<file path="config.mk">
export PLATFORM = sky130hd
export DESIGN_NAME = spi_slave
export DESIGN_NICKNAME = d
export VERILOG_FILES = /design/src/rtl/spi_slave.sv
export SDC_FILE = /design/constraint.sdc
export NUM_CORES = 1
export LEC_CHECK = 0
export CORE_ASPECT_RATIO = 1.5
export CORE_UTILIZATION = 53
export DETAILED_ROUTE_END_ITERATION = 8
export PLACE_DENSITY = 0.82
export SYNTH_ARGS = -nofsm -noshare
export SYNTH_HDL_FRONTEND = slang
export SYNTH_SLANG_ARGS = --single-unit
</file>
<file path="constraint.sdc">
create_clock -name clk -period 2 [get_ports clk]
set_input_delay 0.6 -clock clk [delete_from_list [all_inputs] [get_ports clk]]
set_output_delay 0.6 -clock clk [all_outputs]
set_load 0.01 [all_outputs]
</file>
<file path="src/rtl/spi_slave.sv">
// SPI slave, all four modes, LSB first, DATA_WIDTH-bit words.
// SCLK/SS/MOSI are resynchronised into clk; all protocol logic runs on clk.
module spi_slave #(
  parameter int DATA_WIDTH = 8
) (
  input  logic                  clk,
  input  logic                  rst,
  input  logic [1:0]            mode,
  input  logic                  SCLK,
  input  logic                  SS,
  input  logic                  MOSI,
  output logic                  MISO,
  input  logic [DATA_WIDTH-1:0] snd_data,
  output logic [DATA_WIDTH-1:0] rcv_data,
  output logic                  done,
  output logic                  busy,
  output logic                  abort
);

  localparam int CW = $clog2(DATA_WIDTH + 1);

  localparam logic [0:0] ST_IDLE   = 1'b0;
  localparam logic [0:0] ST_ACTIVE = 1'b1;

  // [0],[1] synchroniser stages, [2] history for edge detection
  logic [2:0] sclk_q, ss_q, mosi_q;
  logic [1:0] vld_q;
  logic       armed_q;

  logic [0:0]            state_q, state_d;
  logic                  cpol_q, cpol_d, cpha_q, cpha_d;
  logic [CW-1:0]         cnt_q, cnt_d;
  logic [DATA_WIDTH-1:0] rx_q, rx_d, tx_q, tx_d, rcv_q, rcv_d;
  logic                  miso_q, miso_d, done_q, done_d, abort_q, abort_d;

  always_ff @(posedge clk or negedge rst) begin
    if (!rst) begin
      sclk_q  <= '0;
      ss_q    <= '1;
      mosi_q  <= '0;
      vld_q   <= '0;
      armed_q <= 1'b0;
    end else begin
      // NOTE: non-blocking so every stage samples the previous stage's old value.
      sclk_q  <= {sclk_q[1:0], SCLK};
      ss_q    <= {ss_q[1:0], SS};
      mosi_q  <= {mosi_q[1:0], MOSI};
      vld_q   <= {vld_q[0], 1'b1};
      // A start needs SS genuinely seen high since reset, so SS held low
      // through reset release is not mistaken for a fresh select.
      armed_q <= armed_q | (vld_q[1] & ss_q[1]);
    end
  end

  logic ss_fall, ss_rise, sclk_rise, sclk_fall;
  logic lead_edge, trail_edge, full, active, sample_edge, shift_edge, last_sample;

  assign ss_fall     = ss_q[2] & ~ss_q[1];
  assign ss_rise     = ~ss_q[2] & ss_q[1];
  assign sclk_rise   = sclk_q[1] & ~sclk_q[2];
  assign sclk_fall   = ~sclk_q[1] & sclk_q[2];
  assign lead_edge   = cpol_q ? sclk_fall : sclk_rise;
  assign trail_edge  = cpol_q ? sclk_rise : sclk_fall;
  assign full        = (cnt_q == CW'(DATA_WIDTH));
  assign active      = (state_q == ST_ACTIVE) & ~full;
  assign sample_edge = active & (cpha_q ? trail_edge : lead_edge);
  assign shift_edge  = active & (cpha_q ? lead_edge : trail_edge);
  assign last_sample = sample_edge & (cnt_q == CW'(DATA_WIDTH - 1));

  always_comb begin
    // NOTE: every always_comb output is defaulted first so no latch is inferred.
    state_d = state_q;
    cpol_d  = cpol_q;
    cpha_d  = cpha_q;
    cnt_d   = cnt_q;
    rx_d    = rx_q;
    tx_d    = tx_q;
    rcv_d   = rcv_q;
    miso_d  = miso_q;
    done_d  = 1'b0;
    abort_d = 1'b0;
    case (state_q)
      ST_IDLE: begin
        miso_d = 1'b0;
        if (armed_q && ss_fall) begin
          state_d = ST_ACTIVE;
          cpol_d  = mode[1];
          cpha_d  = mode[0];
          cnt_d   = '0;
          rx_d    = '0;
          if (mode[0]) begin
            tx_d = snd_data;
          end else begin
            miso_d = snd_data[0];
            tx_d   = {1'b0, snd_data[DATA_WIDTH-1:1]};
          end
        end
      end
      default: begin
        if (shift_edge) begin
          miso_d = tx_q[0];
          tx_d   = {1'b0, tx_q[DATA_WIDTH-1:1]};
        end
        if (sample_edge) begin
          rx_d  = {mosi_q[2], rx_q[DATA_WIDTH-1:1]};
          cnt_d = cnt_q + CW'(1);
        end
        if (last_sample) begin
          rcv_d  = rx_d;
          done_d = 1'b1;
          miso_d = 1'b0;
        end
        if (ss_rise) begin
          state_d = ST_IDLE;
          miso_d  = 1'b0;
          abort_d = ~full & ~last_sample;
        end
      end
    endcase
  end

  always_ff @(posedge clk or negedge rst) begin
    if (!rst) begin
      state_q <= ST_IDLE;
      cpol_q  <= 1'b0;
      cpha_q  <= 1'b0;
      cnt_q   <= '0;
      rx_q    <= '0;
      tx_q    <= '0;
      rcv_q   <= '0;
      miso_q  <= 1'b0;
      done_q  <= 1'b0;
      abort_q <= 1'b0;
    end else begin
      state_q <= state_d;
      cpol_q  <= cpol_d;
      cpha_q  <= cpha_d;
      cnt_q   <= cnt_d;
      rx_q    <= rx_d;
      tx_q    <= tx_d;
      rcv_q   <= rcv_d;
      miso_q  <= miso_d;
      done_q  <= done_d;
      abort_q <= abort_d;
    end
  end

  assign MISO     = miso_q;
  assign rcv_data = rcv_q;
  assign done     = done_q;
  assign abort    = abort_q;
  assign busy     = (state_q == ST_ACTIVE);

endmodule

</file>
==> metrics list, run 1 <==
- Final HPWL DP: 2330 µm
- The via count of the first global-routing pass is 1272.
- The clock reaches the later pin of the worst-skew pair after 0.30 ns.
- Critical Path Source Type: flip-flop
- Final nets: 211
- Data required time of the worst path: 1.40 ns
* CP max FO: 5
- Total of hold buffers inserted after clock tree synthesis: 0
- Synthesis-stage register bit count: 45
- Cell area after layout: 2290 µm²
* Highest-delay cell along the critical path: sky130_fd_sc_hd__clkdlybuf4s50_1
- The first detailed-routing pass took 2 iterations.
* Count of non-filler cells in the finished layout: 237
- In the routed design, unresolved DRC markers number 0.
- Status: finished, final reports clean
* Antenna Nets Post-Route: 0
* Critical path data arrival time: 1.30 ns
- Largest net degree at the start of global routing: 46
- Final setup TNS: 0 ns
- Crit-path max cell delay: 0.57 ns
- In this run the count of I/O pins placed on the die edge is 27.
* Weighted congestion reported at the end of routability-driven placement: 0.677
- Placeable core region: 3380 µm²
* Number of distinct library cells after synthesis: 33
* Clock transition time at the flip-flop clock pins of the worst setup and hold paths: 0.08 ns
* Antenna violations before repair: 0
- Via-per-instance ratio: 5.32
- The average instance in the mapped netlist occupies 11.6 µm².
- Kind of end point of the critical path: output pin
* Netlist area before placement: 1870 µm²
- Final total power: 2.17 mW
- Number of instances resized during post-cts repair: 0
* DP Worst Slack: 0.0209 ns
- For the final database, setup skew stands at 0.00446 ns.
- For this design the ratio of total power to cell area is 946 nW/µm².
- Drt wl/cell: 13.1 µm
* DRT Wirelength: 3100 µm
- The number of failing hold endpoints at the final stage was 0.
* Setup CP Type: flip-flop to output pin
- Setup violations remaining at the end of the flow were counted as 0.
- Cells along the critical path: clkdlybuf4s50_1
- The H-tree generated during clock tree synthesis spans 2 levels.
- No sink is reached through more buffers than the 2 on the longest clock path.
- Including well taps, the total number of placed cells is 229.
- The number of pins with negative max-slew slack in the final report came to 0.
* Worst path bufs/invs: 1
- In the final layout, the share of cells above drive strength 1 is 0.190.
- Clock tree synthesis selected as its root buffer the cell sky130_fd_sc_hd__clkbuf_8.
- Post-Syn Instances: 162
- Total global-route track usage: 0.194
- Post-synth net total: 179
- Share of the clock period used by the worst path after layout: 0.950
- For this run, the register share of the synthesized area comes to 0.603.
* Leading cell type in the layout, fill and taps excluded: sky130_fd_sc_hd__dfrtp_1
- Total number of clock tree sinks: 45
* Worst min path class: primary input to asynchronous set/reset pin
- The library cells used most frequently in the layout, excluding fill and tap cells, are sky130_fd_sc_hd__dfrtp_1 (42), sky130_fd_sc_hd__nand2_1 (35), sky130_fd_sc_hd__clkdlybuf4s50_1 (25).
- Final WS setup: 0.0994 ns
- For this run, the number of Yosys warnings is 0.
- Number of DRC markers in iteration 0: 20
- The initial utilization of the core area, before any placement, comes to 0.554.
- For this design the static power due to leakage is 1.04 nW.
- Compared with the post-synthesis result, the final layout area differs by 22.2%.
* Width of the die: 50.5 µm
* Y dimension of the die: 74.8 µm
- Largest cells by area after synthesis: sky130_fd_sc_hd__dfrtp_1 (56%), sky130_fd_sc_hd__mux2_2 (9.0%), sky130_fd_sc_hd__nand2_1 (7.0%), sky130_fd_sc_hd__mux2i_1 (4.8%), sky130_fd_sc_hd__dfstp_2 (4.2%)
- After floorplanning, the core was divided into 26 placement rows.
- Max-cap violations in this run came to 0.
* Vias: 1261
* Clock tree from TritonCTS: built
- Placement Cell Area: 2200 µm²
- TritonCTS created 5 clock buffers.
- Leftover overflow at the end of global routing: 0
- Crit-path leading delay family: buffers and inverters
* Largest area contributor in the netlist: sky130_fd_sc_hd__dfrtp_1
- Tmin final: 1.90 ns
- Setup repair after global routing left no endpoint under its margin.
* Top-area cell type share of the netlist area: 0.561
- Total setup buffers inserted after CTS: 0
- Worst supply voltage drop on vdd: 0.000682 V
- Die area: 3780 µm²
* Number of diodes added for antenna fixing: 0
* Global-route wire length before repair: 5380 µm
- Number of port buffers: 26
- Maximum operating frequency: 0.526 GHz
[cells by family (layout without fill, tap and decap cells)]
kind of cell / Yosys count / count (layout) / synth area share
other: 1 / 1 / 0.00200
multiplexers: 25 / 25 / 0.146
XOR/XNOR: 3 / 3 / 0.0140
AO/OA/AOI/OAI: 21 / 21 / 0.0628
buffers and inverters: 12 / 45 / 0.0307
adder cells (fa/ha/maj): 2 / 2 / 0.0134
flip-flops: 45 / 45 / 0.603
AND/OR/NAND/NOR: 53 / 53 / 0.128
[registers in the layout, summed over array words and instances, names as in the netlist]
register / cells
sclk_q: 3
MISO: 1
armed_q: 1
mosi_q: 3
ss_q: 3
busy: 1
rcv_data: 8
cnt_q: 4
abort: 1
cpol_q: 1
done: 1
vld_q: 2
cpha_q: 1
rx_q: 7
tx_q: 8
[path summary, 6_finish.rpt]
path                           start  slack (ns)        end  cells after the start
setup / recovery                busy         0.1       busy                      1
hold / removal                   rst        0.26   cnt_q[0]                      2
setup reg to reg            cnt_q[0]        0.14    tx_q[4]                      7
hold reg to reg            mosi_q[1]        0.35  mosi_q[2]                      0
max in group asynchronous        rst        1.47    ss_q[0]                      2
min in group clk           mosi_q[1]        0.35  mosi_q[2]                      0
[worst register-to-register path, cell delays in order (launching register included)]
cell and delay, ns:
sky130_fd_sc_hd__dfrtp_1 0.40, sky130_fd_sc_hd__inv_1 0.08, sky130_fd_sc_hd__ha_1 0.20, sky130_fd_sc_hd__nand2_1 0.06, sky130_fd_sc_hd__o21ai_0 0.07, sky130_fd_sc_hd__buf_4 0.17, sky130_fd_sc_hd__o21ai_2 0.38, sky130_fd_sc_hd__mux2_2 0.39
[layout make-up]
cell class / instances / area (µm²)
flip-flops and latches: 45 / 1130
fillers: 264 / 1090
multi-input cells: 105 / 686
repair buffers: 33 / 320
clock buffers: 5 / 68.8
well taps: 42 / 52.6
clock inverters: 3 / 17.5
inverters: 4 / 15.0
[metrics by stage]
stage,hold slack (ns),util
after floorplan,0.304,-
after global placement,0.333,0.651
after detailed placement,0.337,0.651
after CTS,0.267,0.677
after global routing,0.278,0.677
final,0.262,0.677
[cells in the mapped netlist]
master / count
sky130_fd_sc_hd__a211o_1: 1
sky130_fd_sc_hd__a21o_1: 1
sky130_fd_sc_hd__a21oi_1: 1
sky130_fd_sc_hd__and3_1: 1
sky130_fd_sc_hd__and4bb_4: 1
sky130_fd_sc_hd__buf_2: 1
sky130_fd_sc_hd__buf_4: 1
sky130_fd_sc_hd__buf_6: 1
sky130_fd_sc_hd__clkbuf_1: 5
sky130_fd_sc_hd__conb_1: 1
sky130_fd_sc_hd__dfrtp_1: 42
sky130_fd_sc_hd__dfstp_2: 3
sky130_fd_sc_hd__ha_1: 2
sky130_fd_sc_hd__inv_1: 4
sky130_fd_sc_hd__mux2_2: 15
sky130_fd_sc_hd__mux2_4: 1
sky130_fd_sc_hd__mux2i_1: 9
sky130_fd_sc_hd__nand2_1: 35
sky130_fd_sc_hd__nand2b_1: 1
sky130_fd_sc_hd__nand3_1: 1
sky130_fd_sc_hd__nand3b_1: 1
sky130_fd_sc_hd__nand4_1: 1
sky130_fd_sc_hd__nor2_1: 6
sky130_fd_sc_hd__nor2b_1: 3
sky130_fd_sc_hd__nor3_1: 1
sky130_fd_sc_hd__nor3b_1: 1
sky130_fd_sc_hd__nor4_1: 1
sky130_fd_sc_hd__o21ai_0: 15
sky130_fd_sc_hd__o21ai_1: 1
sky130_fd_sc_hd__o21ai_2: 1
sky130_fd_sc_hd__o31ai_1: 1
sky130_fd_sc_hd__xnor2_1: 2
sky130_fd_sc_hd__xor2_1: 1
[layer usage]
| metal | up-vias | wire (µm) | global-route usage |
|---|---|---|---|
| met5 | - | 0 | 0 |
| met4 | 0 | 59 | 0.0833 |
| met3 | 6 | 134 | 0.0465 |
| met2 | 29 | 1670 | 0.367 |
| met1 | 623 | 1240 | 0.202 |
| li1 | 603 | - | - |
[report_power, final]
group          switching [mW]  internal, mW
Sequential             0.0955          1.06
Combinational           0.231         0.242
Clock                   0.292         0.241
Total                   0.618          1.55
No activity file was read; power rests on OpenSTA's default activity.
==> inputs of run 2 (changes only) <==
CORE_ASPECT_RATIO = not set   (was 1.5)
==> metrics list, run 2 (synthesis gave the netlist of run 1 again) <==
* Number of DRC markers in iteration 0: 52
* Clock tree from TritonCTS: built
- Worst-Skew Late Latency: 0.36 ns
- After layout, the design draws a total of 2.08 mW.
* Cell-internal power: 1.45 mW
- STA classifies the critical path endpoint as an output pin.
- In this run the core area contains 21 standard-cell rows.
- In the routed design, unresolved DRC markers number 0.
* Clock transition time at the flip-flop clock pins of the worst setup and hold paths: 0.13 ns
* Tightest slew margin relative to the limit: 0.625
- During placement, the flow inserted port buffers numbering 26.
- Y dimension of the die: 61.4 µm
* Filler cells: 289
- Number of buffers created by CTS: 5
- 27 I/O pins were placed.
* Clock power frac: 0.208
- Antenna violations before repair: 0
* Maximum operating frequency: 0.518 GHz
- Clock Path Buffers: 2
- After clock tree synthesis, the setup repair step added 0 buffers.
- The slowest stage of the critical path belongs to the cell sky130_fd_sc_hd__clkdlybuf4s50_1.
- The via count of the first global-routing pass was 1265.
- Worst min path class: primary input to asynchronous set/reset pin
* Status: finished, final reports clean
- Of the total power, the share spent switching nets is 0.304.
- Of all nets on the critical path, the largest fanout is 4.
- At the pin with the least slew margin, the transition time is 0.560 ns.
- Detailed routing inserted a total of 1271 vias.
* Drt wl/cell: 14.0 µm
* Tmin final: 1.93 ns
* Critical Path Source Type: flip-flop
- Proportion of power drawn by combinational gates: 0.237
- The tree built by TritonCTS fans out to 45 sinks.
* Final Hold Violating Endpoints: 0
- The die is 61.4 µm wide.
- After the flow finishes, the layout carries non-filler instances totaling 241.
- In this run the power spent charging and discharging nets is 632 µW.
- On the worst path, the slowest cell contributes a delay of 0.55 ns.
- Weighted congestion reported at the end of routability-driven placement: 0.760
- Counting both buffers and inverters, the worst setup path holds a total of 1.
* Leakage power of the design: 1.02 nW
* Crit-path leading delay family: buffers and inverters
- Total of hold buffers inserted after clock tree synthesis: 0
* Clock Tree Root: sky130_fd_sc_hd__clkbuf_4
- Share of the clock period used by the worst path after layout: 0.965
- The initial utilization of the core area, before any placement, comes to 0.557.
- Largest net degree at the start of global routing: 21
- The region available for standard cell placement spans 3360 µm².
- Number of cells after detailed placement: 233
* Global-route wire length before repair: 5470 µm
* Length of the first detailed-routing pass in iterations: 6
* Antenna Nets Post-Route: 0
- Maximum clock skew at final layout: 0.00788 ns
- Max-cap check violation count: 0
- The total overflow left after global routing is 0.
- Unrepaired setup endpoints after global routing: false
* Slack of the worst reg-to-reg path: 0.18 ns
- In the final design database the tool counted 211 nets.
* Sequential Power Share: 0.555
* Final HPWL DP: 2400 µm
- Worst supply voltage drop on vdd: 0.000619 V
- Total global-route track usage: 0.208
* Via-per-instance ratio: 5.27
- For this design the ratio of total power to cell area is 920 nW/µm².
- In the final layout, the share of cells above drive strength 1 is 0.190.
* Layout overhead on the synthesized area: 20.8%
- Final Max Tran Viols: 0
- Leading cell type in the layout, fill and taps excluded: sky130_fd_sc_hd__dfrtp_1
- Most used cells in the layout excluding fill and tap cells: sky130_fd_sc_hd__dfrtp_1 (42), sky130_fd_sc_hd__nand2_1 (35), sky130_fd_sc_hd__clkdlybuf4s50_1 (25)
* Setup CP Type: flip-flop to output pin
* Final setup violation count: 0
- The H-tree was split into 2 levels.
* DRT Wirelength: 3380 µm
* Data required time of the worst path: 1.40 ns
- Number of diodes added for antenna fixing: 0
* Cells along the critical path: clkdlybuf4s50_1
- STA puts the critical path data arrival time at 1.33 ns.
- Die area: 3780 µm²
[run 2: timing repair]
item | CTS | global route
setup endpoints to repair | 7 | 7
pin swaps | 0 | 0
gates resized for setup | 1 | 1
[run 2: path summary, 6_finish.rpt]
check                               from  endpoint  cells after the start
worst max-delay path                busy      busy                      1
worst min-delay path                 rst  cnt_q[0]                      1
worst max register to register  cnt_q[1]      MISO                      8
worst min register to register   ss_q[0]   ss_q[1]                      0
max in group asynchronous            rst   tx_q[6]                      2
min in group clk                 ss_q[0]   ss_q[1]                      0
[run 2: power groups by stage]
stage / Combinational (mW) / Sequential, mW / Clock, mW
4_1_cts: 0.488 / 1.15 / 0.441
3_3_place_gp: 0.460 / 1.16 / 0
2_1_floorplan: 0.324 / 1.15 / 0
6_report: 0.494 / 1.16 / 0.432
5_1_grt: 0.554 / 1.17 / 0.479
3_5_place_dp: 0.483 / 1.17 / 0
[run 2: routing by layer]
| metal | global-route usage | wire [µm] | vias up |
|---|---|---|---|
| met1 | 0.256 | 1470 | 628 |
| met2 | 0.348 | 1710 | 26 |
| met3 | 0.0441 | 139 | 7 |
| met4 | 0.105 | 62 | 0 |
| li1 | - | - | 610 |
| met5 | 0 | 0 | - |
[run 2: stage by stage]
step | util | setup slack [ns] | hold slack (ns) | setup TNS (ns) | instance area (µm²)
floorplan | - | 0.282 | 0.304 | 0 | 1870
global placement | 0.653 | 0.0803 | 0.332 | 0 | 2200
detailed placement | 0.653 | -0.0566 | 0.338 | -0.214 | 2200
CTS | 0.670 | 0.0606 | 0.174 | 0 | 2250
global route | 0.673 | 0.00611 | 0.176 | 0 | 2260
finish | 0.673 | 0.0710 | 0.169 | 0 | 2260
[run 2: cell type report]
cell class / instances / area, µm² / share of cell area
repair buffers: 33 / 308 / 0.136
clock buffers: 6 / 41.3 / 0.0183
inverters: 4 / 15.0 / 0.00664
multi-input cells: 105 / 696 / 0.308
clock inverters: 2 / 15.0 / 0.00664
flip-flops and latches: 45 / 1130 / 0.499
well taps: 46 / 57.6 / 0.0254
==> inputs of run 3 (changes only) <==
CTS_CLUSTER_SIZE = 12   (was not set)
SETUP_SLACK_MARGIN = 0.05   (was not set)
==> metrics list, run 3 (synthesis gave the netlist of run 1 again) <==
* Status: finished, final reports clean
* Total global-route track usage: 0.208
- Post-route met1 wirelength: 1520 µm
* Total of hold buffers inserted after clock tree synthesis: 0
* Tmin final: 1.89 ns
* Data required time of the worst path: 1.40 ns
- The worst-case IR drop observed on VDD is 0.000617 V.
- Global-route wire length before repair: 5470 µm
- The worst register-to-register path ends at MISO.
* Worst path bufs/invs: 1
- Wire segments on met3 add up to 117 µm in the final route.
- Clock tree from TritonCTS: built
- Counting every sink on the clock net gives 45.
- Summed over all cells, the static leakage comes to 1.02 nW.
- Signal routing reaches up to met4.
- After layout, the worst setup slack is 0.106 ns.
* Y dimension of the die: 61.4 µm
- The root buffer cell chosen for the clock tree is sky130_fd_sc_hd__clkbuf_4.
* Vias in the first global route: 1265
- At the end of routability-driven placement, the weighted congestion stood at 0.760.
* Die area: 3780 µm²
- Number of diodes added for antenna fixing: 0
- Leftover overflow at the end of global routing: 0
- Detailed routing inserted a total of 1269 vias.
- Number of buffers created by CTS: 5
- Setup violations remaining at the end of the flow were counted as 0.
- Tightest slew margin relative to the limit: 0.628
- DRT Wirelength: 3410 µm
- Most used cells in the layout excluding fill and tap cells: sky130_fd_sc_hd__dfrtp_1 (42), sky130_fd_sc_hd__nand2_1 (35), sky130_fd_sc_hd__clkdlybuf4s50_1 (25)
- STA classifies the critical path endpoint as an output pin.
* Pwr dens: 921 nW/µm²
- Data arrives at the worst endpoint at 1.29 ns.
- Length of the first detailed-routing pass in iterations: 4
- Entering global routing, the biggest net connects 21 pins.
- Measured in cells, the most critical reg-to-reg path has a length of 8.
* Slew at the pin with the worst max-slew slack: 0.555 ns
* Layout overhead on the synthesized area: 21.2%
- Clock Path Buffers: 2
- Highest-delay cell along the critical path: sky130_fd_sc_hd__clkdlybuf4s50_1
* Final HPWL DP: 2400 µm
* Placeable core region: 3360 µm²
- For this run, design rule violations remaining after detail routing come to 0.
- Crit-path leading delay family: buffers and inverters
- Leading cell type in the layout, fill and taps excluded: sky130_fd_sc_hd__dfrtp_1
* Critical R2R Launch: cnt_q[1]
- CP max FO: 2
- Crit-path max cell delay: 0.54 ns
- The placed instances occupy a cell area of 2200 µm².
* Clock transition time at the flip-flop clock pins of the worst setup and hold paths: 0.13 ns
- Final total power: 2.09 mW
- The number of pins with negative max-slew slack in the final report came to 0.
- In the final layout, the share of cells above drive strength 1 is 0.194.
- Width of the die: 61.4 µm
- Wire segments on met2 add up to 1710 µm in the final route.
- STA classifies the critical path startpoint as a flip-flop.
- Drt wl/cell: 14.1 µm
* Max H-tree Level: 2
- During placement, the flow inserted port buffers numbering 26.
- DP Worst Slack: -0.0566 ns
* Slack of the worst reg-to-reg path: 0.14 ns
- The count of nets left with antenna violations once routing finished came out at 0.
* Final Hold Violating Endpoints: 0
* Via-per-instance ratio: 5.24
- Maximum clock skew at final layout: 0.00677 ns
- Crit path depth: 1
- Share of the clock period used by the worst path after layout: 0.947
- The initial utilization of the core area, before any placement, comes to 0.557.
- Antenna violations before repair: 0
- Derived from the worst setup path, the maximum achievable clock frequency is 0.528 GHz.
- Cell area after layout: 2270 µm²
- Setup repair after global routing could not meet its margin everywhere.
* Number of top-level pins: 27
* Worst min path class: primary input to asynchronous set/reset pin
- Final nets: 212
- Cells along the critical path: clkdlybuf4s50_1
- After routing, the total negative slack on setup checks comes to 0 ns.
- The critical path starts at rcv_data[0].
- Max-cap violations in this run came to 0.
- Setup CP Type: flip-flop to output pin
- Clock latency on the worst-skew pair, taken at its later pin, is 0.36 ns.
* Std cell rows: 21
* Number of DRC markers in iteration 0: 33
## run 3: changes by cell type in the layout (fill, tap and decap cells not counted), sizes merged
cell	before	now
buf	8	9
## run 3: cell type report
class                           count  area [µm²]
Multi-Input combinational cell    105         696
Clock inverter                      2        15.0
Sequential cell                    45        1130
Tap cell                           46        57.6
Timing Repair Buffer               34         315
Inverter                            4        15.0
Clock buffer                        6        41.3
Fill cell                         287        1090
## run 3: how the worst max path moves through the flow
stage | to | slack, ns
floorplan | MISO | 0.28
detailed placement | rx_q[5] | -0.06
finish | rcv_data[0] | 0.11
global route | MISO | 0.02
global placement | rx_q[1] | 0.08
CTS | busy | 0.06
## run 3: power by group
part	internal, mW	total [mW]	leakage (nW)	switching (mW)
Combinational	0.252	0.503	0.425	0.251
Clock	0.137	0.435	0.0245	0.297
Sequential	1.06	1.15	0.573	0.0894
## run 3: routing by layer
metal,GRT usage,vias up
met5,0,-
met3,0.0441,7
met1,0.256,626
li1,-,611
met2,0.348,25
met4,0.105,0
## run 3: per-stage QoR
| step | utilization | std cells | hold slack (ns) |
|---|---|---|---|
| after floorplan | - | 162 | 0.304 |
| after global placement | 0.653 | 233 | 0.332 |
| after detailed placement | 0.653 | 233 | 0.338 |
| after CTS | 0.670 | 241 | 0.174 |
| after global routing | 0.675 | 242 | 0.176 |
| final | 0.675 | 242 | 0.170 |
## run 3: repair_timing
item,in CTS,in global routing
buffers inserted,0,1
endpoints found under the setup margin,9,8
resized for setup,1,1
pin swaps,0,0
